### src/rtl/sprot_arb_if.sv
// -----------------------------------------------------------------------------
// sprot_arb_if
//   Bundle of the requester-side and checker-side signals of the sprot
//   round-robin arbiter.
//
//   Signals
//     req         requester -> arbiter   level request per requester
//     inj_drop_a  env       -> arbiter   suppress the a phase (sampled at grant)
//     inj_drop_b  env       -> arbiter   suppress the b phase (sampled at grant)
//     gnt         arbiter   -> requester one-hot grant
//     done        arbiter   -> requester 1-cycle transfer-finished pulse
//     err         arbiter   -> requester error flag, valid with done
//     busy        arbiter   -> env       arbiter not idle
//     start/a/b   arbiter   -> checker   protocol strobes
//     prot_err    checker   -> arbiter   protocol error flag
//     xfer_end    checker   -> arbiter   transfer complete
//
//   Modports
//     master  the arbiter (drives the protocol strobes and grant/status)
//     slave   the environment: requesters plus the protocol checker
// -----------------------------------------------------------------------------
interface sprot_arb_if #(
  parameter int NUM_REQ = 4
) ();

  logic [NUM_REQ-1:0] req;
  logic               inj_drop_a;
  logic               inj_drop_b;
  logic [NUM_REQ-1:0] gnt;
  logic               done;
  logic               err;
  logic               busy;
  logic               start;
  logic               a;
  logic               b;
  logic               prot_err;
  logic               xfer_end;

  modport master (
    input  req,
    input  inj_drop_a,
    input  inj_drop_b,
    input  prot_err,
    input  xfer_end,
    output gnt,
    output done,
    output err,
    output busy,
    output start,
    output a,
    output b
  );

  modport slave (
    output req,
    output inj_drop_a,
    output inj_drop_b,
    output prot_err,
    output xfer_end,
    input  gnt,
    input  done,
    input  err,
    input  busy,
    input  start,
    input  a,
    input  b
  );

endinterface

### src/rtl/sprot_arb.sv
// -----------------------------------------------------------------------------
// sprot_arb
//   Round-robin arbiter and sequencer for the start/a/b protocol. One sprot
//   port is shared among NUM_REQ requesters. For the granted requester the
//   block issues start, then a, then b (each one cycle), waits for the
//   checker's xfer_end (or a timeout), and returns done/err to the winner.
//   Optional drop flags suppress the a or b strobe for negative coverage.
//
//   Parameters
//     NUM_REQ      number of requesters (2..16)
//     TIMEOUT_CYC  max cycles spent waiting for xfer_end (>= 1)
//     GAP_CYC      idle cycles after a transfer (0 still gives one GAP cycle)
//
//   Ports
//     clk    in   clock, all logic on posedge
//     rst_n  in   synchronous active-low reset
//     bus    sprot_arb_if.master: req, inj_drop_a/b, prot_err, xfer_end in;
//            gnt, done, err, busy, start, a, b out (all registered)
// -----------------------------------------------------------------------------
module sprot_arb #(
  parameter int NUM_REQ     = 4,
  parameter int TIMEOUT_CYC = 8,
  parameter int GAP_CYC     = 2
) (
  input  logic        clk,
  input  logic        rst_n,
  sprot_arb_if.master bus
);

  localparam int PW = $clog2(NUM_REQ);
  localparam int TW = $clog2(TIMEOUT_CYC + 1);
  localparam int GW = (GAP_CYC > 0) ? $clog2(GAP_CYC + 1) : 1;

  localparam logic [PW:0]   NUM_W    = (PW+1)'(NUM_REQ);
  localparam logic [PW-1:0] LAST_IDX = PW'(NUM_REQ - 1);
  localparam logic [TW-1:0] TCNT_END = TW'(TIMEOUT_CYC);
  // Last value of gap_cnt before leaving GAP; GAP_CYC of 0 or 1 both leave
  // after the first GAP cycle.
  localparam logic [GW-1:0] GAP_LAST = GW'((GAP_CYC > 1) ? (GAP_CYC - 1) : 0);

  typedef enum logic [2:0] {
    S_IDLE,
    S_START,
    S_A_PH,
    S_B_PH,
    S_WAIT,
    S_GAP
  } state_t;

  state_t             state_reg, state_next;
  logic [PW-1:0]      rr_ptr_reg, rr_ptr_next;
  logic [TW-1:0]      tcnt_reg, tcnt_next;
  logic [GW-1:0]      gap_cnt_reg, gap_cnt_next;
  logic               drop_a_reg, drop_a_next;
  logic               drop_b_reg, drop_b_next;
  logic [NUM_REQ-1:0] gnt_reg, gnt_next;
  logic               done_reg, done_next;
  logic               err_reg, err_next;
  logic               busy_reg, busy_next;
  logic               start_reg, start_next;
  logic               a_reg, a_next;
  logic               b_reg, b_next;

  // ---------------------------------------------------------------------------
  // Round-robin candidate list: candidate gi is requester (rr_ptr + gi) mod
  // NUM_REQ, so candidate 0 has the highest priority.
  // ---------------------------------------------------------------------------
  logic [PW-1:0]      cand_idx [NUM_REQ];
  logic [NUM_REQ-1:0] cand_req;

  genvar gi;
  generate
    for (gi = 0; gi < NUM_REQ; gi++) begin : g_cand
      logic [PW:0] sum;
      assign sum          = {1'b0, rr_ptr_reg} + (PW+1)'(gi);
      assign cand_idx[gi] = (sum >= NUM_W) ? PW'(sum - NUM_W) : sum[PW-1:0];
      assign cand_req[gi] = bus.req[cand_idx[gi]];
    end
  endgenerate

  logic          win_found;
  logic [PW-1:0] win_idx;

  // Scan from lowest priority to highest so the highest-priority hit is the
  // last assignment and wins.
  always_comb begin
    win_found = 1'b0;
    win_idx   = '0;
    for (int i = NUM_REQ - 1; i >= 0; i--) begin
      if (cand_req[i]) begin
        win_found = 1'b1;
        win_idx   = cand_idx[i];
      end
    end
  end

  logic [TW-1:0] tcnt_inc;
  assign tcnt_inc = tcnt_reg + TW'(1);

  // ---------------------------------------------------------------------------
  // Next-state and next-output logic. Outputs are registered copies of values
  // computed for the state being entered, so every output is valid in the
  // same cycle as the state it belongs to.
  // ---------------------------------------------------------------------------
  always_comb begin
    state_next   = state_reg;
    rr_ptr_next  = rr_ptr_reg;
    tcnt_next    = tcnt_reg;
    gap_cnt_next = gap_cnt_reg;
    drop_a_next  = drop_a_reg;
    drop_b_next  = drop_b_reg;
    gnt_next     = gnt_reg;
    done_next    = 1'b0;
    err_next     = 1'b0;
    start_next   = 1'b0;
    a_next       = 1'b0;
    b_next       = 1'b0;

    case (state_reg)
      S_IDLE: begin
        if (win_found) begin
          state_next       = S_START;
          gnt_next         = '0;
          gnt_next[win_idx] = 1'b1;
          drop_a_next      = bus.inj_drop_a;
          drop_b_next      = bus.inj_drop_b;
          rr_ptr_next      = (win_idx == LAST_IDX) ? '0 : win_idx + PW'(1);
          start_next       = 1'b1;
        end
      end

      S_START: begin
        state_next = S_A_PH;
        a_next     = ~drop_a_reg;
      end

      S_A_PH: begin
        state_next = S_B_PH;
        b_next     = ~drop_b_reg;
      end

      S_B_PH: begin
        state_next = S_WAIT;
        tcnt_next  = '0;
      end

      S_WAIT: begin
        tcnt_next    = tcnt_inc;
        gap_cnt_next = '0;
        // xfer_end takes precedence over a timeout in the same cycle.
        if (bus.xfer_end) begin
          state_next = S_GAP;
          done_next  = 1'b1;
          err_next   = bus.prot_err;
        end else if (tcnt_inc == TCNT_END) begin
          state_next = S_GAP;
          done_next  = 1'b1;
          err_next   = 1'b1;
        end
      end

      S_GAP: begin
        // gnt stays valid alongside done in the first GAP cycle so the
        // requester can qualify done with its own grant bit.
        gnt_next = '0;
        if (gap_cnt_reg == GAP_LAST) begin
          state_next = S_IDLE;
        end else begin
          gap_cnt_next = gap_cnt_reg + GW'(1);
        end
      end

      default: begin
        state_next = S_IDLE;
        gnt_next   = '0;
      end
    endcase

    busy_next = (state_next != S_IDLE);
  end

  // ---------------------------------------------------------------------------
  // State and output registers
  // ---------------------------------------------------------------------------
  always_ff @(posedge clk) begin
    if (!rst_n) begin
      state_reg   <= S_IDLE;
      rr_ptr_reg  <= '0;
      tcnt_reg    <= '0;
      gap_cnt_reg <= '0;
      drop_a_reg  <= 1'b0;
      drop_b_reg  <= 1'b0;
      gnt_reg     <= '0;
      done_reg    <= 1'b0;
      err_reg     <= 1'b0;
      busy_reg    <= 1'b0;
      start_reg   <= 1'b0;
      a_reg       <= 1'b0;
      b_reg       <= 1'b0;
    end else begin
      state_reg   <= state_next;
      rr_ptr_reg  <= rr_ptr_next;
      tcnt_reg    <= tcnt_next;
      gap_cnt_reg <= gap_cnt_next;
      drop_a_reg  <= drop_a_next;
      drop_b_reg  <= drop_b_next;
      gnt_reg     <= gnt_next;
      done_reg    <= done_next;
      err_reg     <= err_next;
      busy_reg    <= busy_next;
      start_reg   <= start_next;
      a_reg       <= a_next;
      b_reg       <= b_next;
    end
  end

  assign bus.gnt   = gnt_reg;
  assign bus.done  = done_reg;
  assign bus.err   = err_reg;
  assign bus.busy  = busy_reg;
  assign bus.start = start_reg;
  assign bus.a     = a_reg;
  assign bus.b     = b_reg;

endmodule

### src/flat_wrapper.sv
// flat-port wrapper written by rule: the top's interface ports become plain ports
module sprot_arb_flat 
#(
  parameter int NUM_REQ     = 4,
  parameter int TIMEOUT_CYC = 8,
  parameter int GAP_CYC     = 2
)
  (clk, rst_n, bus_req, bus_inj_drop_a, bus_inj_drop_b, bus_prot_err, bus_xfer_end, bus_gnt, bus_done, bus_err, bus_busy, bus_start, bus_a, bus_b);
  sprot_arb_if #(.NUM_REQ(NUM_REQ)) bus_i ();
  input  logic clk;
  input  logic rst_n;
  input wire logic [$bits(bus_i.req)-1:0] bus_req;
  input wire logic [$bits(bus_i.inj_drop_a)-1:0] bus_inj_drop_a;
  input wire logic [$bits(bus_i.inj_drop_b)-1:0] bus_inj_drop_b;
  input wire logic [$bits(bus_i.prot_err)-1:0] bus_prot_err;
  input wire logic [$bits(bus_i.xfer_end)-1:0] bus_xfer_end;
  output wire logic [$bits(bus_i.gnt)-1:0] bus_gnt;
  output wire logic [$bits(bus_i.done)-1:0] bus_done;
  output wire logic [$bits(bus_i.err)-1:0] bus_err;
  output wire logic [$bits(bus_i.busy)-1:0] bus_busy;
  output wire logic [$bits(bus_i.start)-1:0] bus_start;
  output wire logic [$bits(bus_i.a)-1:0] bus_a;
  output wire logic [$bits(bus_i.b)-1:0] bus_b;
  assign bus_i.req = bus_req;
  assign bus_i.inj_drop_a = bus_inj_drop_a;
  assign bus_i.inj_drop_b = bus_inj_drop_b;
  assign bus_i.prot_err = bus_prot_err;
  assign bus_i.xfer_end = bus_xfer_end;
  assign bus_gnt = bus_i.gnt;
  assign bus_done = bus_i.done;
  assign bus_err = bus_i.err;
  assign bus_busy = bus_i.busy;
  assign bus_start = bus_i.start;
  assign bus_a = bus_i.a;
  assign bus_b = bus_i.b;
  sprot_arb #(.NUM_REQ(NUM_REQ), .TIMEOUT_CYC(TIMEOUT_CYC), .GAP_CYC(GAP_CYC)) u_core (.clk(clk), .rst_n(rst_n), .bus(bus_i));
endmodule
### config.mk
export PLATFORM = sky130hd
export DESIGN_NAME = sprot_arb_flat
export DESIGN_NICKNAME = d
export VERILOG_FILES = /design/src/rtl/sprot_arb_if.sv /design/src/rtl/sprot_arb.sv /design/src/flat_wrapper.sv
export SDC_FILE = /design/constraint.sdc
export NUM_CORES = 1
export LEC_CHECK = 0
export CORE_MARGIN = 5
export CORE_UTILIZATION = 54
export DETAILED_ROUTE_END_ITERATION = 8
export GPL_TIMING_DRIVEN = 0
export PLACE_DENSITY = 0.81
export SKIP_CTS_REPAIR_TIMING = 1
export SLEW_MARGIN = 20
export SYNTH_ARGS = -nofsm -noshare
export SYNTH_HDL_FRONTEND = slang
export SYNTH_SLANG_ARGS = --single-unit
### constraint.sdc
create_clock -name clk -period 3.95 [get_ports clk]
set_clock_uncertainty 0.2 [all_clocks]
set_input_delay 0.79 -clock clk [delete_from_list [all_inputs] [get_ports clk]]
set_output_delay 0.79 -clock clk [all_outputs]
set_load 0.02 [all_outputs]
== Yosys cells after proc, flatten, opt, wreduce, memory -nomap -nowiden ==
Cells that the tools add are included.
Storage, ports and cells
  logic and storage cells: 96
  output and inout port bits: 10
  register bits after elaboration: 23
Cells by class
  equal/unequal tests: 10
  add/sub/neg operators: 10
  magnitude comparators: 10
  mux-type cells: 37
  bitwise operators: 3
  reductions and logical operators: 13
Operators by type and width (number)
  two-way mux 2 bit: 10
  one-hot mux 3 bit (6 select lines): 1
  one-hot mux 4 bit (2 select lines): 2
  less-than comparator 2 x 3 -> 1 bit (second input constant): 5
  AND reduction 2 bit: 7
  two-way mux 1 bit: 13
  two-way mux 3 bit: 4
  greater-or-equal comparator 3 bit (second input constant): 3
  binary-select mux 1 bit (select 2 bit): 4
  subtractor 2 x 1 -> 2 bit (second input constant): 4
  adder 2 x 2 -> 3 bit (second input constant): 2
  == test 3 x 2 -> 1 bit (second input constant): 2
  == test 3 bit (second input constant): 2
  adder 2 x 1 -> 2 bit (second input constant): 2
  adder 4 x 1 -> 4 bit (second input constant): 1
  == test 4 bit (second input constant): 1
  two-way mux 4 bit: 1
  one-hot mux 2 bit (2 select lines): 1
  nonzero test 2 bit: 2
  OR reduction 4 bit: 1
  adder 2 x 1 -> 3 bit (second input constant): 1
  == test 3 x 1 -> 1 bit (second input constant): 1
  greater-or-equal comparator 2 x 3 -> 1 bit (second input constant): 1
  zero test 3 bit: 1
  9 further kinds: 11

== Depth between registers and ports, before layout ==
  depth in word-level cells: 15
  gate-level depth with buffers: 7

== Worst setup path after synthesis ==
Ideal clock, no wire load.
  kind: in2reg
  from: input port bus_req[1]
  to: register u_core.rr_ptr_reg[1]
  required time: 3.622 ns
  library setup time: 0.128 ns
  arrival time: 1.750 ns
  stages: 5
  slack: 1.873 ns
  cells stage by stage: or4_4 -> buf_6 -> nand2_4 -> mux2i_1 -> nor2_1
Between the ends
  cells in the longest elaborated chain, start to end: 8
RTL lines
  from (decl): RTL line flat_wrapper.sv:12  | input wire logic [$bits(bus_i.req)-1:0] bus_req;
  binary-select mux 1 bit (select 2 bit): RTL line sprot_arb.sv:77  | assign cand_req[gi] = bus.req[cand_idx[gi]];
  two-way mux 1 bit (not written as such): RTL line sprot_arb.sv:77
  two-way mux 2 bit (4 in series): RTL line sprot_arb.sv:90  | if (cand_req[i]) begin
  adder 2 x 1 -> 2 bit or == test 2 bit (tied branches): RTL line sprot_arb.sv:127  | rr_ptr_next = (win_idx == LAST_IDX) ? '0 : win_idx + PW'(1);
  two-way mux 2 bit: RTL line sprot_arb.sv:127
  to (signal assigned): RTL line sprot_arb.sv:202  | rr_ptr_reg <= rr_ptr_next;
  to (decl): RTL line sprot_arb.sv:51  | logic [PW-1:0] rr_ptr_reg, rr_ptr_next;
Parallel ways exist; a longest one is shown, timed or not. The select of a mux whose other input is x is not followed.
A chain may end at the register's enable or synchronous reset.

== Worst setup path in the final report ==
  from: input port bus_req[0]
  to: register u_core.gnt_reg[0], in the netlist u_core.bus.gnt[0]
Between the ends
  cells in the longest elaborated chain, start to end: 12
RTL lines
  binary-select mux 1 bit (select 2 bit): RTL line sprot_arb.sv:77
  two-way mux 1 bit (not written as such): RTL line sprot_arb.sv:77
  two-way mux 2 bit (4 in series): RTL line sprot_arb.sv:90
  less-than comparator 2 x 3 -> 1 bit (not written as such) or greater-or-equal comparator 2 x 1 -> 1 bit (tied branches): RTL line sprot_arb.sv:124  | gnt_next[win_idx] = 1'b1;
  logical AND 1 bit (not written as such): RTL line sprot_arb.sv:124
  two-way mux 1 bit (not written as such): RTL line sprot_arb.sv:124
  demux 1 bit (select 2 bit)
  two-way mux 4 bit: RTL line sprot_arb.sv:121  | if (win_found) begin
  one-hot mux 4 bit (2 select lines): RTL line sprot_arb.sv:119  | case (state_reg)
  to (signal assigned): RTL line sprot_arb.sv:207  | gnt_reg <= gnt_next;
  to (decl): RTL line sprot_arb.sv:56  | logic [NUM_REQ-1:0] gnt_reg, gnt_next;
Parallel ways exist; a longest one is shown, timed or not. The select of a mux whose other input is x is not followed.

==> results.tsv <==
stage	metric	value	unit
outcome	status	finished, final reports clean	
synthesis	post-synthesis sequential area ratio	40.1	%
clocking	Clock Pin Slew Worst Setup and Hold Paths	120	ps
clocking	CTS sink cnt	23	
global_routing	largest net degree at the start of global routing	13	
worst_setup_path	CP required	3930	ps
detailed_routing	vias after detailed routing	1023	
power	PwrDens	417	mW/mm²
detailed_routing	Via density	5.53	
layout	fin util	69.9	%
synthesis	Syn Area/Cell	8.51	µm²
layout	multi-input logic area	621	µm²
global_routing	gr ovfl total	0	
worst_setup_path	CP arrival	2410	ps
layout	layout cells sized above 1	9.49	%
worst_setup_path	endpoint class of the critical path	flop	
die	FP Rows	16	
synthesis	area leader, netlist	dfxtp_1	
power	Max rail drop VDD	251	µV
clocking	Inserted Clock Buffers	3	
global_routing	Global Route Usage Sum	16.2	%
die	starting density of the core	57.4	%
clocking	CTS tree	built	
worst_setup_path	Worst path depth	8	
layout	most frequent cells in the layout	23 x dfxtp_1, 19 x clkdlybuf4s50_1, 14 x a21oi_1	
worst_setup_path	R2R Setup Slk	2000	ps
detailed_routing	Routed Antenna Nets	0	
timing	max_slew headroom	68.5	%
synthesis	Synth area leaders	dfxtp_1 40%, ha_1 6.5%, a21oi_1 6.1%, mux2i_1 5.2%, nor2_1 4.2%	
detailed_routing	DRT Pass-1 Iters	4	
die	Core Region	0.00200	mm²
synthesis	Synth top area share	40.1	%
die	I/O pins	20	
layout	Net count, final	175	
worst_hold_path	Min-Delay Path Class	reg -> reg	
detailed_routing	DRT iter0 DRCs	31	
detailed_routing	DRC Markers	0	
synthesis	syn_nets	151	
worst_setup_path	Worst Path Max Fanout	5	
timing	final period utilization	61.6	%
place	detailed placement HPWL	1820	µm
die	DIE AREA	0.00315	mm²
clocking	clock root buffer	clkbuf_4	
clocking	Clock Latency Late Sink	300	ps
worst_setup_path	crit path launch	bus_req[0]	
worst_setup_path	reg2reg path depth	7	
timing	total negative slack	0	ps
die	Die H	56.1	µm
worst_setup_path	worst r2r src	u_core.rr_ptr_reg[1]	
layout	most common cell after layout, fill and taps aside	dfxtp_1	
layout	synthesis-to-finish area growth	21.8	%
worst_setup_path	r2r endpoint	u_core.bus.gnt[0]	
worst_setup_path	critical path, cell by cell	clkdlybuf4s50_1 > mux2i_1 > nor2_1 > nor3_1 > inv_1 > ha_1 > nand4_1 > a31oi_1	
timing	RSZ-0062 raised after global routing	false	
clocking	H-tree depth	1	
timing	fmax	411	MHz
worst_setup_path	type of origin of the critical path	primary input	
detailed_routing	final WL	2360	µm
worst_setup_path	Crit Path Category	in -> reg	
synthesis	Ys Warns	0	
global_routing	vias in the first global route	998	
global_routing	antenna violations before repair	0	
power	P_leak	0.000529	µW
die	Die Span X	56.1	µm
synthesis	Mapped Cells	135	
layout	number of fill cells	167	
place	routability cong.	0.791	
timing	Period minus WS final	2440	ps
worst_setup_path	WP buf/inv	2	
synthesis	Most used DFF post-synth	dfxtp_1	
timing	Worst-Margin Slew	469	ps
global_routing	global-route wire length before repair	4210	µm
worst_setup_path	slowest CP cell	clkdlybuf4s50_1	
clocking	Bufs on Longest Clock Path	2	
timing	endpoints failing hold	0	
synthesis	EDFF count, synth	0	
worst_setup_path	crit path to	u_core.bus.gnt[0]	
synthesis	synthesis-stage register bit count	23	
layout	Seq. cell area	460	µm²
synthesis	Netlist cell types	36	
place	IO Port Bufs	19	
timing	Final Slew Violations	0	
synthesis	ys async rst share	0	%
detailed_routing	Routed wire per std cell	12.8	µm
worst_setup_path	crit-path max cell delay	480	ps
run	max_cap viols	0	
timing	final setup fails	0	
synthesis	Synth Cell Area	0.00115	mm²
layout	Antenna Cells	0	
worst_setup_path	Top delay family on crit path	buffers and inverters	
-- cells by family (layout without fill, tap and decap cells) --
group / count (synthesis) / after routing / share of synthesized area, %
buf+inv: 14 / 37 / 5.88
simple gates: 55 / 55 / 25.9
mux: 6 / 6 / 5.23
fa+ha+maj: 6 / 6 / 6.54
compound gates: 29 / 29 / 14.8
flops: 23 / 23 / 40.1
xor+xnor: 2 / 2 / 1.53
-- cell usage after synthesis (2+ instances only) --
cell type	n
inv_1	6
mux2i_1	6
or4_4	2
buf_2	3
o21ai_1	2
nand2_1	12
a21oi_1	14
nor3_1	5
nand4_1	5
dfxtp_1	23
xnor2_1	2
nor2_1	13
nand2b_1	3
o21ai_0	2
nor4b_1	2
a31oi_1	4
ha_1	6
nand3_1	6
clkbuf_1	2
-- final cells by class --
class / count / area share, %
multi-input combinational: 98 / 44.4
sequential: 23 / 32.9
timing repair buffer: 19 / 13.6
buffer: 7 / 2.95
tap: 27 / 2.42
clock buffer: 4 / 1.88
inverter: 7 / 1.88
-- per-layer routing --
metal	GRT usage, %	share of wire [%]	routed length (µm)
met1	20.5	45	1070
met2	28.0	50	1190
met3	3.02	3.3	79
met4	4.07	0.93	22
met5	0	0	0
-- how the worst min path moves through the flow --
| stage | slack, ps | cells past startpoint | startpoint | end |
|---|---|---|---|---|
| 5_1_grt | 250 | 1 | u_core.drop_a_reg | u_core.bus.a |
| 2_1_floorplan | 200 | 1 | u_core.drop_a_reg | u_core.bus.a |
| 6_report | 230 | 1 | u_core.drop_b_reg | u_core.bus.b |
| 3_3_place_gp | 220 | 1 | u_core.drop_b_reg | u_core.bus.b |
| 3_5_place_dp | 210 | 1 | u_core.drop_a_reg | u_core.bus.a |
| 4_1_cts | 230 | 1 | u_core.drop_a_reg | u_core.bus.a |
-- through the flow --
step	instance area (µm²)	worst slack, ps	instances	hold WS, ps	total power (µW)
after floorplan	1150	1870	135	199	420
after global placement	1370	1270	181	217	476
after detailed placement	1370	1190	181	213	482
after CTS	1400	1510	185	234	588
after global routing	1400	1330	185	247	624
final	1400	1510	185	232	583
-- where the power goes --
group          switching (µW)  total, µW  internal (µW)
Sequential               18.2        277            258
Combinational             113        202           88.4
Clock                    65.7        105           39.3
Power figures use the tool's default switching activity.
